<file path="config.mk">
export PLATFORM = sky130hd
export DESIGN_NAME = uart_led_command_top
export DESIGN_NICKNAME = d
export VERILOG_FILES = /design/src/rtl/uart_led_command_pkg.sv /design/src/rtl/uart_rx.sv /design/src/rtl/uart_tx.sv /design/src/rtl/uart_led_command_top.sv
export SDC_FILE = /design/constraint.sdc
export NUM_CORES = 1
export LEC_CHECK = 0
export BUFFER_PORTS_ARGS = -buffer_cell sky130_fd_sc_hd__buf_2
export CAP_MARGIN = 20
export CORE_ASPECT_RATIO = 0.8
export CORE_MARGIN = 3
export CORE_UTILIZATION = 64
export DETAILED_ROUTE_END_ITERATION = 7
export PLACE_DENSITY = 0.83
export SYNTH_ARGS = -nofsm -noshare
export SYNTH_HDL_FRONTEND = slang
export SYNTH_SLANG_ARGS = --single-unit
</file>
<file path="constraint.sdc">
create_clock -name clk -period 4.35 [get_ports clk]
set_clock_uncertainty 0.05 [all_clocks]
set_input_delay 0.435 -clock clk [delete_from_list [all_inputs] [get_ports clk]]
set_output_delay 0.435 -clock clk [all_outputs]
set_load 0.02 [all_outputs]
</file>
<file path="src/rtl/uart_led_command_pkg.sv">
// Shared constants and state encodings for the UART LED command endpoint.
package uart_led_command_pkg;
  localparam int DEFAULT_CLKS_PER_BIT = 87;

  localparam logic [7:0] CMD_OFF      = 8'h30;
  localparam logic [7:0] CMD_ON       = 8'h31;
  localparam logic [7:0] CMD_TOG      = 8'h4C;
  localparam logic [7:0] CMD_LED1_ON  = 8'h32;
  localparam logic [7:0] CMD_LED1_OFF = 8'h33;

  typedef enum logic [2:0] {RX_IDLE, RX_START, RX_DATA, RX_STOP, RX_DONE} rx_state_e;
  typedef enum logic [1:0] {TX_IDLE, TX_START, TX_DATA, TX_STOP} tx_state_e;
endpackage

</file>
<file path="src/rtl/uart_rx.sv">
// 8N1 receiver: mid-bit sampling, start-glitch rejection, framing-error discard.
module uart_rx
  import uart_led_command_pkg::*;
#(
  parameter int CLKS_PER_BIT = DEFAULT_CLKS_PER_BIT
) (
  input  logic       clk,
  input  logic       rst,
  input  logic       rx,
  output logic       rx_valid,
  output logic [7:0] rx_byte
);
  localparam int CW = $clog2(CLKS_PER_BIT + 1);
  localparam logic [CW-1:0] FULL = CW'(CLKS_PER_BIT - 1);
  localparam logic [CW-1:0] HALF = CW'(CLKS_PER_BIT / 2 - 1);

  logic            rx_q1, rx_s;
  rx_state_e       state;
  logic [CW-1:0]   cnt;
  logic [2:0]      bit_idx;
  logic [7:0]      shreg;

  // Synchronizer resets high so a reset never looks like a start bit.
  always_ff @(posedge clk or negedge rst) begin
    if (!rst) {rx_s, rx_q1} <= 2'b11;
    else      {rx_s, rx_q1} <= {rx_q1, rx};
  end

  always_ff @(posedge clk or negedge rst) begin
    if (!rst) begin
      state   <= RX_IDLE;
      cnt     <= '0;
      bit_idx <= '0;
      shreg   <= '0;
    end else begin
      case (state)
        RX_IDLE: begin
          cnt     <= '0;
          bit_idx <= '0;
          if (!rx_s) state <= RX_START;
        end
        RX_START: begin
          if (cnt == HALF) begin
            cnt   <= '0;
            state <= rx_s ? RX_IDLE : RX_DATA;
          end else cnt <= cnt + 1'b1;
        end
        RX_DATA: begin
          if (cnt == FULL) begin
            cnt     <= '0;
            shreg   <= {rx_s, shreg[7:1]};
            bit_idx <= bit_idx + 1'b1;
            if (bit_idx == 3'd7) state <= RX_STOP;
          end else cnt <= cnt + 1'b1;
        end
        RX_STOP: begin
          if (cnt == FULL) begin
            cnt   <= '0;
            state <= rx_s ? RX_DONE : RX_IDLE;
          end else cnt <= cnt + 1'b1;
        end
        RX_DONE: state <= RX_IDLE;
        default: state <= RX_IDLE;
      endcase
    end
  end

  assign rx_valid = (state == RX_DONE);
  assign rx_byte  = shreg;
endmodule

</file>
<file path="src/rtl/uart_tx.sv">
// 8N1 transmitter with registered line output; start is ignored while busy.
module uart_tx
  import uart_led_command_pkg::*;
#(
  parameter int CLKS_PER_BIT = DEFAULT_CLKS_PER_BIT
) (
  input  logic       clk,
  input  logic       rst,
  input  logic       start,
  input  logic [7:0] data,
  output logic       tx,
  output logic       busy
);
  localparam int CW = $clog2(CLKS_PER_BIT + 1);
  localparam logic [CW-1:0] FULL = CW'(CLKS_PER_BIT - 1);

  tx_state_e     state;
  logic [CW-1:0] cnt;
  logic [2:0]    bit_idx;
  logic [7:0]    shreg;

  always_ff @(posedge clk or negedge rst) begin
    if (!rst) begin
      state   <= TX_IDLE;
      cnt     <= '0;
      bit_idx <= '0;
      shreg   <= '0;
      tx      <= 1'b1;
    end else begin
      case (state)
        TX_IDLE: begin
          cnt     <= '0;
          bit_idx <= '0;
          if (start) begin
            shreg <= data;
            tx    <= 1'b0;
            state <= TX_START;
          end
        end
        TX_START: begin
          if (cnt == FULL) begin
            cnt   <= '0;
            tx    <= shreg[0];
            state <= TX_DATA;
          end else cnt <= cnt + 1'b1;
        end
        TX_DATA: begin
          if (cnt == FULL) begin
            cnt <= '0;
            if (bit_idx == 3'd7) begin
              tx    <= 1'b1;
              state <= TX_STOP;
            end else begin
              bit_idx <= bit_idx + 1'b1;
              shreg   <= {1'b0, shreg[7:1]};
              tx      <= shreg[1];
            end
          end else cnt <= cnt + 1'b1;
        end
        TX_STOP: begin
          if (cnt == FULL) begin
            cnt   <= '0;
            state <= TX_IDLE;
          end else cnt <= cnt + 1'b1;
        end
        default: state <= TX_IDLE;
      endcase
    end
  end

  assign busy = (state != TX_IDLE);
endmodule

</file>
<file path="src/rtl/uart_led_command_top.sv">
// Board-level UART command endpoint: decodes ASCII LED commands and echoes every byte.
module uart_led_command_top
  import uart_led_command_pkg::*;
#(
  parameter int CLKS_PER_BIT = DEFAULT_CLKS_PER_BIT
) (
  input  logic       clk,
  input  logic       rst,
  input  logic       uart_rx_pin,
  output logic       uart_tx_pin,
  output logic [7:0] led
);
  logic       rx_valid;
  logic [7:0] rx_byte;
  logic       tx_busy;
  logic [1:0] led_q;

  uart_rx #(.CLKS_PER_BIT(CLKS_PER_BIT)) u_rx (
    .clk      (clk),
    .rst      (rst),
    .rx       (uart_rx_pin),
    .rx_valid (rx_valid),
    .rx_byte  (rx_byte)
  );

  // Echo is dropped rather than queued when a previous echo is still going out.
  uart_tx #(.CLKS_PER_BIT(CLKS_PER_BIT)) u_tx (
    .clk   (clk),
    .rst   (rst),
    .start (rx_valid && !tx_busy),
    .data  (rx_byte),
    .tx    (uart_tx_pin),
    .busy  (tx_busy)
  );

  always_ff @(posedge clk or negedge rst) begin
    if (!rst) led_q <= '0;
    else if (rx_valid) begin
      case (rx_byte)
        CMD_OFF:      led_q[0] <= 1'b0;
        CMD_ON:       led_q[0] <= 1'b1;
        CMD_TOG:      led_q[0] <= ~led_q[0];
        CMD_LED1_ON:  led_q[1] <= 1'b1;
        CMD_LED1_OFF: led_q[1] <= 1'b0;
        default:      ;
      endcase
    end
  end

  assign led = {6'b0, led_q};
endmodule

</file>
---- Word-level counts from Yosys, hierarchy flattened ----
Index checks and enable logic that the tools add are counted.
Widths: inputs -> output; s select.
word-level totals
  register bits ........................... 46
  input port bits ......................... 3
  output and inout bits ................... 9
cells by class
  add/subtract/negate cells ............... 4
  eq/ne operators ......................... 28
  muxes and demuxes ....................... 35
  bitwise logic cells ..................... 1
  reduce and logical (&&, ||, !) cells .... 22
operators by type and width
  kind                 number
  $eq 8x6->1 const B   4
  $mux 3               9
  $mux 8               3
  $mux 7               3
  $pmux 7 s3           1
  $ne 2x1->1 const B   9
  $pmux 8 s2           1
  $add 7x1->7 const B  2
  $eq 7x7->1 const B   2
  $pmux 7 s2           1
  $mux 2               6
  $pmux 3 s2           2
  $pmux 3 s4           1
  $reduce_and 5->1     2
  $eq 3x3->1 const B   3
  $reduce_bool 3->1    3
  $eq 8x7->1 const B   1
  $pmux 2 s4           1
  $reduce_and 2->1     4
  $reduce_and 4->1     2
  $reduce_bool 2->1    4
  $eq 7x6->1 const B   1
  $add 3x1->3 const B  2
  $eq 3x2->1 const B   2
  other kinds (15)     21

---- Logic depth before layout (Yosys ltp) ----
Gate-level depths: netlist of run 1.
  depth after elaboration ................. 5
  mapped depth ............................ 7
  mapped depth without buffers ............ 6

---- Modules after synthesis ----
A second synthesis of run 1 with hierarchy kept.
unflattened totals
  cell total of the unflattened synthesis .. 222
  area, all modules ....................... 2444.8 µm²
modules (own cells, without submodules)
  module                instances  cells an instance  area an instance (µm²)  sequential area each (µm²)
  uart_tx               1          100                1157.4                  526.8
  uart_rx               1          99                 1102.3                  578.1
  uart_led_command_top  1          23                 185.2                   50.0

---- Worst setup path before layout of run 1 ----
No wires, ideal clock.
  path type ............................... register to register
  start point ............................. reg u_tx.bit_idx[0]
  end point ............................... reg u_tx.shreg[5]
  library setup time ...................... 82 ps
  data arrival time ....................... 1647 ps
  data required time ...................... 4218 ps
  setup slack ............................. 2571 ps
  cell stages (with the launch flop) ...... 7
  buffers on the path ..................... 1
  cells stage by stage .................... dfrtp_1 ha_1 ha_1 o41ai_4 buf_6 a21oi_1 a31oi_1
between the ends
  word-level cells in the longest chain between the ends .. 3
RTL lines
  what                        RTL line       source
  start, declared             uart_tx.sv:19  logic [2:0] bit_idx;
  start signal, assigned      uart_tx.sv:54  bit_idx <= bit_idx + 1'b1;
  $eq 3x3->1                  uart_tx.sv:50  if (bit_idx == 3'd7) begin
  $ne 2x2->1 (no line)        n/a
  $reduce_and 4->1 (no line)  n/a
  end signal, assigned        uart_tx.sv:35  shreg <= data;
  end signal, assigned        uart_tx.sv:55  shreg <= {1'b0, shreg[7:1]};
  end, declared               uart_tx.sv:20  logic [7:0] shreg;
Every way passes these cells.
A chain may end at the register's enable or synchronous reset.

---- Final worst setup path of run 1 ----
  start point ............................. reg u_tx.state[0]
  end point ............................... reg u_tx.shreg[1]
between the ends
  word-level cells in the longest chain between the ends .. 5
  elaborated cells between the ends (all ways) .. 11
RTL lines
  what                        RTL line                    source
  start, declared             uart_tx.sv:17               tx_state_e state;
  start signal, assigned      uart_tx.sv:24               state <= TX_IDLE;
  start signal, assigned      uart_tx.sv:37               state <= TX_START;
  start signal, assigned      uart_tx.sv:44               state <= TX_DATA;
  $reduce_bool 2->1           uart_tx.sv:71               assign busy = (state != TX_IDLE);
  $logic_not 1->1             uart_led_command_top.sv:30  .start (rx_valid && !tx_busy),
  $logic_and 1x1->1           uart_led_command_top.sv:30
  $ne 2x1->1 (no line)        n/a
  $reduce_and 4->1 (no line)  n/a
Several ways; a longest one is shown, not always the timed one.

==> results by group, run 1 <==
Clock network
  • TritonCTS clock tree: done
  • Maximum clock insertion buffer count: 2
  • Number of cells upsized or downsized after cts: 0
  • Clock-pin slew reported for the worst setup and hold paths after clock tree synthesis: roughly 0.090 ns
  • Number of post-CTS setup repair buffers: 0
  • Clock buffer count from CTS: 5
  • Post-CTS Hold Fix Bufs: 0
  • Skew-Pair Late Insertion Delay: 0.31 ns
  • Clk root buf: clkbuf_8
  • H-Tree Level Count: 2
  • CTS Sinks: 46

Global route
  • Met1 track utilization from global routing: 0.3368
  • Pin count of the biggest net entering global routing: 47
  • Total global-route track usage: 0.2172
  • Number of antenna violations at the first check in global routing: 0
  • Met3 GRT Util: 0.06628
  • Total gr overflow: 0
  • Global-route layer with the greatest usage: met1
  • Met2 track demand over resource: 0.3004
  • Number of global-route vias before repair: 1,734
  • First-pass GRT wire length: 8.307 mm

Critical path
  • Length in cells of the worst reg-to-reg path: 7
  • Beginning of the critical path: u_tx.state[0]$_DFFE_PN0P_
  • Family with the most delay on the worst path: compound AO/OA/AOI/OAI gates
  • Critical Path Stages: 7
  • Largest stage delay, worst path: 0.74 ns
  • Startpoint Class: flip-flop
  • Data arrival, critical path: 2.40 ns
  • Worst-path cell chain: inv_1, ha_1, buf_4, inv_2, o41ai_4, a21oi_1, a31oi_1
  • Slowest cell on the critical path: o41ai_4
  • Reg-to-reg critical path startpoint: u_tx.state[0]$_DFFE_PN0P_
  • Required time at the endpoint of the critical path: 4.53 ns
  • End point of the critical path: u_tx.shreg[1]$_DFFE_PN0P_
  • Type of destination of the critical path: flip-flop
  • CP Buf/Inv Count: 3
  • Category of the most critical setup path: flip-flop to flip-flop
  • R2R Path End: u_tx.shreg[1]$_DFFE_PN0P_
  • Worst reg-to-reg setup slack: 2.12 ns
  • Maximum fanout along the worst path: 15

Pwr
  • Clock network fraction of design power: 0.406
  • Sequential fraction of design power: 0.553
  • Sw Share: 0.2305
  • Net load switching power: 184.4 uW
  • LEAKAGE: 0.001202 uW
  • Internal power component: just over 600 uW
  • Power per unit of standard cell area: 295.0 nW/um^2
  • Share of power burned in combinational logic: 0.041
  • Maximum ir drop on the vdd rail: 0.2865 mV

Floorplanning
  • Die span in y: 62.46 microns
  • Area of the placeable core: between 3000 and 4000 sq um
  • Effective utilization at floorplan: 0.7057
  • Boundary Pins: 12
  • Width of the die: 76.57 microns
  • Area of the die: 4782 sq um
  • FP Rows: 19

STA
  • Fraction of the cycle the final worst path needs: 0.5120
  • Setup tns final: 0 ns
  • Shortest clock period the worst path allows after layout: 2.227 ns
  • Slew at the pin closest to its max-slew limit: 0.7589 ns
  • Maximum clock frequency: 0.4490 GHz
  • Final Hold Vio Count: 0
  • Worst slew margin relative to its limit: 0.4923
  • Max Transition Viols Final: 0
  • Unrepaired setup endpoints after global routing: no
  • Setup violations, final: 0

Worst hold path
  • Tightest Hold Check Type: input pin to asynchronous set/reset pin

Synthesis
  • Synth area leaders: dfrtp_1, ha_1, mux2_2, mux2i_1, nor2_1
  • Yosys top cell area share: 0.4220
  • Flop and latch count out of synthesis: 46
  • Synth top cells by count: dfrtp_1, nor2_1
  • Unique cell type count in the Yosys netlist: 53
  • Number of flops mapped to enable cells by yosys: 0
  • Summed instance area of the synthesized netlist: 2550 sq um
  • Post-synthesis area per instance: 10.45 sq um
  • Register area share after synthesis: 0.4529
  • Most common cell in the netlist: dfrtp_1
  • Count of warnings emitted by yosys: 0
  • Leading area contributor after synthesis: dfrtp_1
  • Predominant post-synthesis flop cell: dfrtp_1
  • Synth async-reset ratio: 1.000
  • Instance count of the mapped netlist: approximately 240

Final layout
  • Total of fill cells in the finished design: 248
  • Antenna Diode Count: 0
  • Layout area overhead: 6.330%
  • Nets@finish: 264
  • Post-Layout Inst Area: 2711 sq um
  • Fraction of final layout cells sized beyond drive strength 1: 0.1606

Detailed routing
  • Post-DR vias/cell: 5.963
  • Number of design-rule violations left by the first detailed-router iteration: approximately 170
  • Detailed Routing Iterations Pass 1: 4
  • Routed wire per std cell: 15.39 microns
  • Via count: between 1,500 and 2,000
  • Total length of routed wires: 4.631 mm
  • Remaining design rule violation count: 0
  • Antenna violation net count after detailed routing: 0

Place
  • Placer congestion estimate: 0.8047
  • Input/output buffers: 5
  • Detailed-placement wirelength estimate: 3.176 mm
  • Post-placement cell area: 2571 sq um

Status
  • Result of the run: finished clean

Run
  • Max Cap Violations: 0
metal layers:
layer,vias to the layer above,wire length [microns]
met3,2,305
met5,-,0
li1,878,-
met2,47,1933
met1,868,2373
met4,0,19
state kept, by name, indices dropped and copies added, names as in the netlist:
register and flops:
u_tx.bit_idx 3, u_rx.rx_s 1, u_rx.rx_q1 1, u_tx.tx 1
u_rx.bit_idx 3, u_rx.rx_byte 8, u_tx.cnt 7, u_rx.state 3
u_tx.state 2, u_tx.shreg 8, u_rx.cnt 7, led_q 2
power groups by stage:
stage          clock (uW)  combinational, uW  sequential [uW]
4_1_cts               328               30.6              442
3_5_place_dp            0               30.5              450
2_1_floorplan           0               26.9              445
5_1_grt               353               38.1              444
3_3_place_gp            0               29.9              450
6_report              325               32.9              442
placed cells by master, fill, tap and decap left out, types with 6 or more instances in the layout:
cell      n
a31oi_1  11
dfrtp_1  43
conb_1    6
ha_1     13
nand2_1  13
mux2i_1  10
inv_1     8
a21oi_1  13
o21ai_0  13
nor2_1   23
nand3_1  11
mux2_2    9
cell families after synthesis:
family / Yosys count / share of synthesized area
buffers and inverters: 24 / 0.05054
adders and majority gates: 13 / 0.06379
DFF: 46 / 0.4529
xor gates and xnor gates: 10 / 0.03435
AOI/OAI and AO/OA: 50 / 0.1330
and+or+nand+nor: 81 / 0.1850
muxes: 19 / 0.07900
other: 1 / 0.001471
metrics by stage:
step	std cells	utilization	power, uW	hold WS [ns]	setup WS, ns
floorplan	249	-	471.7	0.08941	2.571
global placement	292	0.7116	480.1	0.3109	2.266
detailed placement	292	0.7116	481.0	0.3132	2.167
CTS	300	0.7427	800.6	0.1590	2.127
global route	301	0.7503	835.5	0.08011	1.898
finish	301	0.7503	799.9	0.04627	2.123
cell type report:
class / instances / area (sq um) / share of cell area
multi-input cells: 179 / 1285 / 0.4739
well taps: 52 / 65.06 / 0.02400
clock inverters: 3 / 43.79 / 0.01615
clock buffers: 5 / 68.82 / 0.02538
repair buffers: 7 / 60.06 / 0.02215
flip-flops and latches: 46 / 1155 / 0.4259
inverters: 9 / 33.78 / 0.01246
worst reg2reg max path, cell delays in order, from the launching register on:
cell and delay [ns]:
dfrtp_1 0.41, inv_1 0.14, ha_1 0.17, buf_4 0.22
inv_2 0.10, o41ai_4 0.74, a21oi_1 0.16, a31oi_1 0.17
how the worst min path moves through the flow:
stage	startpoint	endpoint	slack [ns]	cells past startpoint
final	rst	u_rx.bit_idx[0]$_DFFE_PN0P_	0.05	1
after global routing	rst	u_rx.cnt[2]$_DFFE_PN0P_	0.08	1
after CTS	uart_rx_pin	u_rx.rx_q1$_DFF_PN1_	0.16	1
after detailed placement	u_rx.rx_q1$_DFF_PN1_	u_rx.rx_s$_DFF_PN1_	0.31	0
after global placement	u_rx.rx_q1$_DFF_PN1_	u_rx.rx_s$_DFF_PN1_	0.31	0
after floorplan	rst	led_q[0]$_DFFE_PN0P_	0.09	0
Power figures use the tool's default switching activity.
==> inputs of run 2 (changes only) <==
- CORE_UTILIZATION: 64 -> 55
- PLACE_DENSITY: 0.83 -> 0.75
- clock period: 4.35 -> 1.8 ns (I/O delays scaled with it)
==> run 2 against run 1 <==
  * Combinational power rose to 3.3 times the previous value
  * Sequential cell count unchanged
  * Final area up 11%
  * Sequential power up 140%
  * Fmax up 27%
  * Worst hold slack better by 0.21 ns
  * Register-to-register slack worse by 2.1 ns
  * Global-route usage down 1.1 points
==> results by group, run 2 (synthesized netlist as in run 1, its figures left out) <==
Critical path
  • Length in cells of the worst reg-to-reg path: 7 (unchanged)
  • End point of the critical path: u_tx.shreg[0]$_DFFE_PN0P_
  • Category of the most critical setup path: flip-flop to flip-flop
  • Maximum fanout along the worst path: 8 (-7)
  • Worst reg-to-reg setup slack: 0.05 ns (-2.07 ns)
  • Data arrival, critical path: 1.91 ns (-0.49 ns)
  • Beginning of the critical path: u_tx.bit_idx[1]$_DFFE_PN0P_
  • Reg-to-reg critical path startpoint: u_tx.bit_idx[1]$_DFFE_PN0P_
  • Required time at the endpoint of the critical path: 1.97 ns (-2.56 ns)
  • Startpoint Class: flip-flop
  • Type of destination of the critical path: flip-flop
  • R2R Path End: u_tx.shreg[0]$_DFFE_PN0P_

Final layout
  • Total of fill cells in the finished design: 327 (+32%)
  • Antenna Diode Count: 0 (unchanged)
  • Nets@finish: 288 (+9.1%)
  • Leading cell type in the layout, fill and taps excluded: dfrtp_1
  • Highest-count cells in the layout ignoring fill and taps: dfrtp_1, nor2_1, buf_4, o21ai_0
  • Post-Layout Inst Area: 3022 sq um (+11%)
  • Finished Layout Cells: 330 (+9.6%)
  • Layout area overhead: 18.50%
  • Fraction of final layout cells sized beyond drive strength 1: 0.2747 (+0.1141)

Pwr
  • Sequential fraction of design power: 0.507 (-0.046)
  • Internal power component: 1640 uW (+170%)
  • Pwr Total: 2086 uW (+160%)
  • Share of power burned in combinational logic: 0.052 (+0.011)
  • Sw Share: 0.2140 (-0.01650)
  • Clock network fraction of design power: 0.441 (+0.035)
  • LEAKAGE: 0.001337 uW (+11%)
  • Net load switching power: 446.5 uW (+140%)
  • Power per unit of standard cell area: 690.5 nW/um^2 (+130%)
  • Maximum ir drop on the vdd rail: 0.5222 mV (+82%)

STA
  • Shortest clock period the worst path allows after layout: 1.747 ns (-0.4803 ns)
  • Final WS setup: 0.05297 ns (-2.070 ns)
  • Fraction of the cycle the final worst path needs: 0.9706 (+0.4585)
  • Final Hold Vio Count: 0 (unchanged)
  • Maximum clock frequency: 0.5724 GHz (+27%)
  • Setup violations, final: 0 (unchanged)
  • Hold slack: 0.2524 ns (+0.2061 ns)
  • Max Transition Viols Final: 0 (unchanged)

Worst hold path
  • Tightest Hold Check Type: input pin to asynchronous set/reset pin

Place
  • Cells after DPL: 311 (+6.5%)
  • Placer congestion estimate: 0.8107 (+0.75%)
  • Detailed-placement wirelength estimate: 3.397 mm (+7.0%)
  • Post-placement cell area: 2695 sq um (+4.8%)
  • Input/output buffers: 5 (unchanged)
  • Minimum setup slack after placement: 0.001073 ns (-2.166 ns)

Detailed routing
  • Antenna violation net count after detailed routing: 0 (unchanged)
  • Via count: 1,883 (+4.9%)
  • Detailed Routing Iterations Pass 1: 4 (unchanged)
  • Post-DR vias/cell: 5.706 (-4.3%)
  • Remaining design rule violation count: 0 (unchanged)
  • Total length of routed wires: 4.958 mm (+7.1%)
  • Number of design-rule violations left by the first detailed-router iteration: 122 (-27%)
  • Routed wire per std cell: 15.02 microns (-2.3%)

Floorplanning
  • Die span in y: 66.90 microns (+7.1%)
  • Area of the die: 5494 sq um (+15%)
  • Area of the placeable core: 4335 sq um (+20%)
  • FP Rows: 21 (+2)
  • Boundary Pins: 12 (unchanged)
  • Width of the die: 82.13 microns (+7.3%)
  • Effective utilization at floorplan: 0.5882 (-0.1175)

Clock network
  • Skew-Pair Late Insertion Delay: 0.31 ns (about the same)
  • H-Tree Level Count: 2 (unchanged)
  • CTS Sinks: 46 (unchanged)
  • Clock buffer count from CTS: 5 (unchanged)
  • Clock-pin slew reported for the worst setup and hold paths after clock tree synthesis: 0.08 ns (about the same)
  • Clk root buf: clkbuf_8
  • TritonCTS clock tree: done
  • Maximum clock insertion buffer count: 2 (unchanged)

Global route
  • Number of antenna violations at the first check in global routing: 0 (unchanged)
  • First-pass GRT wire length: 8.521 mm (+2.6%)
  • Number of global-route vias before repair: 1,802 (+3.9%)
  • Total global-route track usage: 0.2061 (-0.01115)
  • Pin count of the biggest net entering global routing: 20 (-57%)
  • Total gr overflow: 0 (unchanged)

Status
  • Result of the run: finished clean

Run
  • Max Cap Violations: 0 (unchanged)
==> run 2: worst max-delay path: stages (launching register included) <==
cell,delay [ns]
dfrtp_1,0.40
ha_2,0.19
ha_4,0.18
o41ai_4,0.30
buf_4,0.19
buf_12,0.12
a21oi_1,0.06
a31oi_1,0.17
==> run 2: power groups by stage <==
stage,clock (uW),combinational (uW),sequential (uW)
after CTS,942,102,1060
after floorplan,0,65.0,1070
final,921,108,1060
after global placement,0,96.2,1080
after global routing,988,123,1060
after detailed placement,0,97.7,1080
==> run 2: area by class of cell <==
class                      instances  area, sq um  share of cell area
clock buffer                       5        68.82             0.02277
sequential                        46         1156              0.3826
timing repair buffer              31        262.8             0.08696
inverter                           9        33.78             0.01118
tap                               57        71.32             0.02360
clock inverter                     3        68.82             0.02277
multi-input combinational        179         1360              0.4501
==> run 2: routing by layer <==
metal  global-route usage  vias to the layer above  part of all wire
met5                    0                        -                 0
li1                     -                      925                 -
met4              0.07469                        0             0.014
met1               0.2834                      912              0.49
met3              0.04459                        6             0.038
met2               0.3185                       40              0.46
==> run 2: stage by stage <==
| stage | setup TNS [ns] | utilization |
|---|---|---|
| 2_1_floorplan | 0 | - |
| 3_3_place_gp | 0 | 0.6216 |
| 3_5_place_dp | 0 | 0.6216 |
| 4_1_cts | 0 | 0.6612 |
| 5_1_grt | -0.001243 | 0.6970 |
| 6_report | 0 | 0.6970 |
==> run 2: worst min-delay path by stage <==
stage,from,depth (start not counted),slack [ns],end
after global placement,rst,1,0.05,u_tx.bit_idx[2]$_DFFE_PN0P_
after detailed placement,rst,1,0.05,u_tx.bit_idx[0]$_DFFE_PN0P_
after CTS,rst,2,0.26,u_tx.cnt[6]$_DFF_PN0_
after floorplan,rst,0,-0.17,led_q[0]$_DFFE_PN0P_
after global routing,rst,2,0.28,u_tx.cnt[5]$_DFF_PN0_
final,rst,2,0.25,u_tx.shreg[3]$_DFFE_PN0P_
==> run 2: repair_timing <==
action                                  4_1_cts  5_1_grt
buffers inserted                              1        7
resized for setup                             2       17
endpoints found under the setup margin        2       24
endpoints found under the hold margin        13        0
gates cloned                                  0        1
hold buffers                                  2        0
pin swaps                                     1        4
==> inputs of run 3 (changes only) <==
==> constraint.sdc (replaced) <==
create_clock -name clk -period 1.8 [get_ports clk]
set_clock_uncertainty 0.05 [all_clocks]
set_input_delay 0 -clock clk [delete_from_list [all_inputs] [get_ports clk]]
set_output_delay 0 -clock clk [all_outputs]
set_load 0.02 [all_outputs]
==> run 3 against run 2 <==
  * Final area is 1.9% lower
  * Via count is 0.58% higher
  * Clock-buffer cell count is 1 higher
  * Critical path depth is 1 lower
  * Cell count is 0.91% lower
  * First-iteration DRC count stayed put
  * Sequential power hardly changed
  * Wire length is 2.1% higher
  * Fmax is 2.1% lower
  * Critical path type unchanged
==> results by group, run 3 (synthesized netlist as in run 1, its figures left out) <==
Final layout
  • Leading cell type in the layout, fill and taps excluded: dfrtp_1
  • Nets@finish: 285 (-1.0%)
  • Total of fill cells in the finished design: 318 (-2.8%)
  • Antenna Diode Count: 0 (unchanged)
  • Fraction of final layout cells sized beyond drive strength 1: 0.2556 (-0.01917)
  • Highest-count cells in the layout ignoring fill and taps: dfrtp_1, nor2_1, buf_4, o21ai_0
  • Layout area overhead: 16.19%

Floorplanning
  • Die span in y: 66.90 microns (unchanged)
  • Effective utilization at floorplan: 0.5882 (unchanged)
  • Area of the placeable core: 4335 sq um (unchanged)
  • FP Rows: 21 (unchanged)
  • Area of the die: 5494 sq um (unchanged)
  • Boundary Pins: 12 (unchanged)
  • Width of the die: 82.13 microns (unchanged)

Clock network
  • TritonCTS clock tree: done
  • Clk root buf: clkbuf_8
  • Skew-Pair Late Insertion Delay: 0.30 ns (about the same)
  • Maximum clock insertion buffer count: 2 (unchanged)
  • H-Tree Level Count: 2 (unchanged)
  • Clock buffer count from CTS: 5 (unchanged)
  • Clock-pin slew reported for the worst setup and hold paths after clock tree synthesis: 0.09 ns (about the same)
  • CTS Sinks: 46 (unchanged)

Global route
  • Global-route layer with the greatest usage: met2
  • Met2 track demand over resource: 0.3075 (-0.01109)
  • Number of global-route vias before repair: 1,802 (unchanged)
  • Met3 GRT Util: 0.04324 (-0.001351)
  • Total global-route track usage: 0.1979 (-0.008138)
  • Total gr overflow: 0 (unchanged)
  • Met1 track utilization from global routing: 0.2771 (-0.006268)
  • Pin count of the biggest net entering global routing: 27 (+35%)
  • First-pass GRT wire length: 8.355 mm (-1.9%)
  • Number of antenna violations at the first check in global routing: 0 (unchanged)

Detailed routing
  • Post-DR vias/cell: 5.792 (+1.5%)
  • Routed wire per std cell: 15.48 microns (+3.0%)
  • Antenna violation net count after detailed routing: 0 (unchanged)
  • Number of design-rule violations left by the first detailed-router iteration: 122 (unchanged)
  • Detailed Routing Iterations Pass 1: 4 (unchanged)
  • Via count: 1,894 (+0.58%)
  • Remaining design rule violation count: 0 (unchanged)
  • Total length of routed wires: 5.062 mm (+2.1%)

Run
  • Max Cap Violations: 0 (unchanged)

Place
  • Placer congestion estimate: 0.8066 (-0.51%)
  • Minimum setup slack after placement: -0.02608 ns (-0.02715 ns)
  • Input/output buffers: 5 (unchanged)
  • Detailed-placement wirelength estimate: 3.307 mm (-2.7%)

Critical path
  • Required time at the endpoint of the critical path: 1.94 ns (-0.03 ns)
  • Worst-path cell chain: inv_2, ha_2, or2_2, nor2_1, o31a_2, mux2_2
  • Data arrival, critical path: 1.92 ns (about the same)
  • Largest stage delay, worst path: 0.43 ns (+0.03 ns)
  • Startpoint Class: flip-flop
  • Type of destination of the critical path: flip-flop
  • Category of the most critical setup path: flip-flop to flip-flop
  • Slowest cell on the critical path: dfrtp_1
  • Maximum fanout along the worst path: 3 (-5)

STA
  • Final WS setup: 0.01630 ns (-0.03667 ns)
  • Fraction of the cycle the final worst path needs: 0.9909 (+0.02037)
  • Maximum clock frequency: 0.5606 GHz (-2.1%)
  • Worst slew margin relative to its limit: 0.6539
  • Unrepaired setup endpoints after global routing: yes
  • Max Transition Viols Final: 0 (unchanged)
  • Final Hold Vio Count: 0 (unchanged)
  • Shortest clock period the worst path allows after layout: 1.784 ns (+0.03667 ns)
  • Setup violations, final: 0 (unchanged)
  • Slew at the pin closest to its max-slew limit: ~0.52 ns

Pwr
  • Power per unit of standard cell area: 652.3 nW/um^2 (-5.5%)
  • Maximum ir drop on the vdd rail: 0.4819 mV (-7.7%)
  • LEAKAGE: 0.001309 uW (-2.1%)
  • Pwr Total: 1933 uW (-7.4%)

Worst hold path
  • Tightest Hold Check Type: input pin to asynchronous set/reset pin

Status
  • Result of the run: finished clean
==> run 3: cell types whose count changed in the layout (fill, tap and decap cells not counted), sizes merged <==
cell | previous run | this run
buf | 28 | 25
clkinv | 1 | 0
clkinvlp | 0 | 1
bufinv | 2 | 1
clkbuf | 6 | 7
==> run 3: power by group <==
group | internal, uW | switching (uW)
registers | 1050 | 12.2
logic | 33.7 | 68.0
clock network | 415 | 357
total | 1500 | 437
==> run 3: path summary, 6_finish.rpt <==
path	from	end	slack (ns)	cells after the start
min in group clk	uart_rx_pin	u_rx.rx_q1$_DFF_PN1_	0.30	2
worst min-delay path	rst	u_tx.shreg[2]$_DFFE_PN0P_	0.15	2
worst max register to register	u_tx.state[1]$_DFFE_PN0P_	u_tx.state[1]$_DFFE_PN0P_	0.02	6
worst max-delay path	u_tx.state[1]$_DFFE_PN0P_	u_tx.state[1]$_DFFE_PN0P_	0.02	6
worst min register to register	u_rx.rx_q1$_DFF_PN1_	u_rx.rx_s$_DFF_PN1_	0.31	0
max in group asynchronous	rst	u_rx.rx_q1$_DFF_PN1_	0.95	3
==> run 3: critical path, delay by kind of cell (launching register included) <==
family,cells,cell delay [ns]
compound gates,1,0.16
fa+ha+maj,1,0.20
buf+inv,1,0.09
flops,1,0.43
mux,1,0.33
simple gates,2,0.42
==> run 3: repair_timing <==
item / 4_1_cts / 5_1_grt
setup buffers: 1 / 4
gates resized for setup: 0 / 14
hold endpoints to repair: 21 / 0
hold buffers: 2 / 0
gates cloned: 0 / 1
pin swaps: 1 / 6
endpoints found under the setup margin: 5 / 16
==> run 3: per-layer routing <==
| metal | up-vias | share of wire |
|---|---|---|
| li1 | 920 | - |
| met1 | 928 | 0.49 |
| met2 | 38 | 0.46 |
| met3 | 8 | 0.038 |
| met4 | 0 | 0.014 |
| met5 | - | 0 |
==> run 3: cell type report <==
type / count / area, sq um / share of cell area
flip-flops and latches: 46 / 1155 / 0.3898
multi-input cells: 179 / 1348 / 0.4548
well taps: 57 / 71.32 / 0.02407
repair buffers: 28 / 245.2 / 0.08277
clock buffers: 6 / 72.57 / 0.02449
inverters: 9 / 33.78 / 0.01140
clock inverters: 2 / 37.54 / 0.01267
==> run 3: stage by stage <==
stage | TNS (ns) | utilization | area, sq um | hold slack [ns] | cells
global route | -0.4518 | 0.6834 | 2963 | 0.1944 | 327
CTS | 0 | 0.6563 | 2845 | 0.1608 | 322
global placement | 0 | 0.6245 | 2708 | -0.05865 | 311
detailed placement | -0.02608 | 0.6245 | 2708 | -0.05265 | 311
finish | 0 | 0.6834 | 2963 | 0.1496 | 327
floorplan | 0 | - | 2569 | -0.3456 | 249
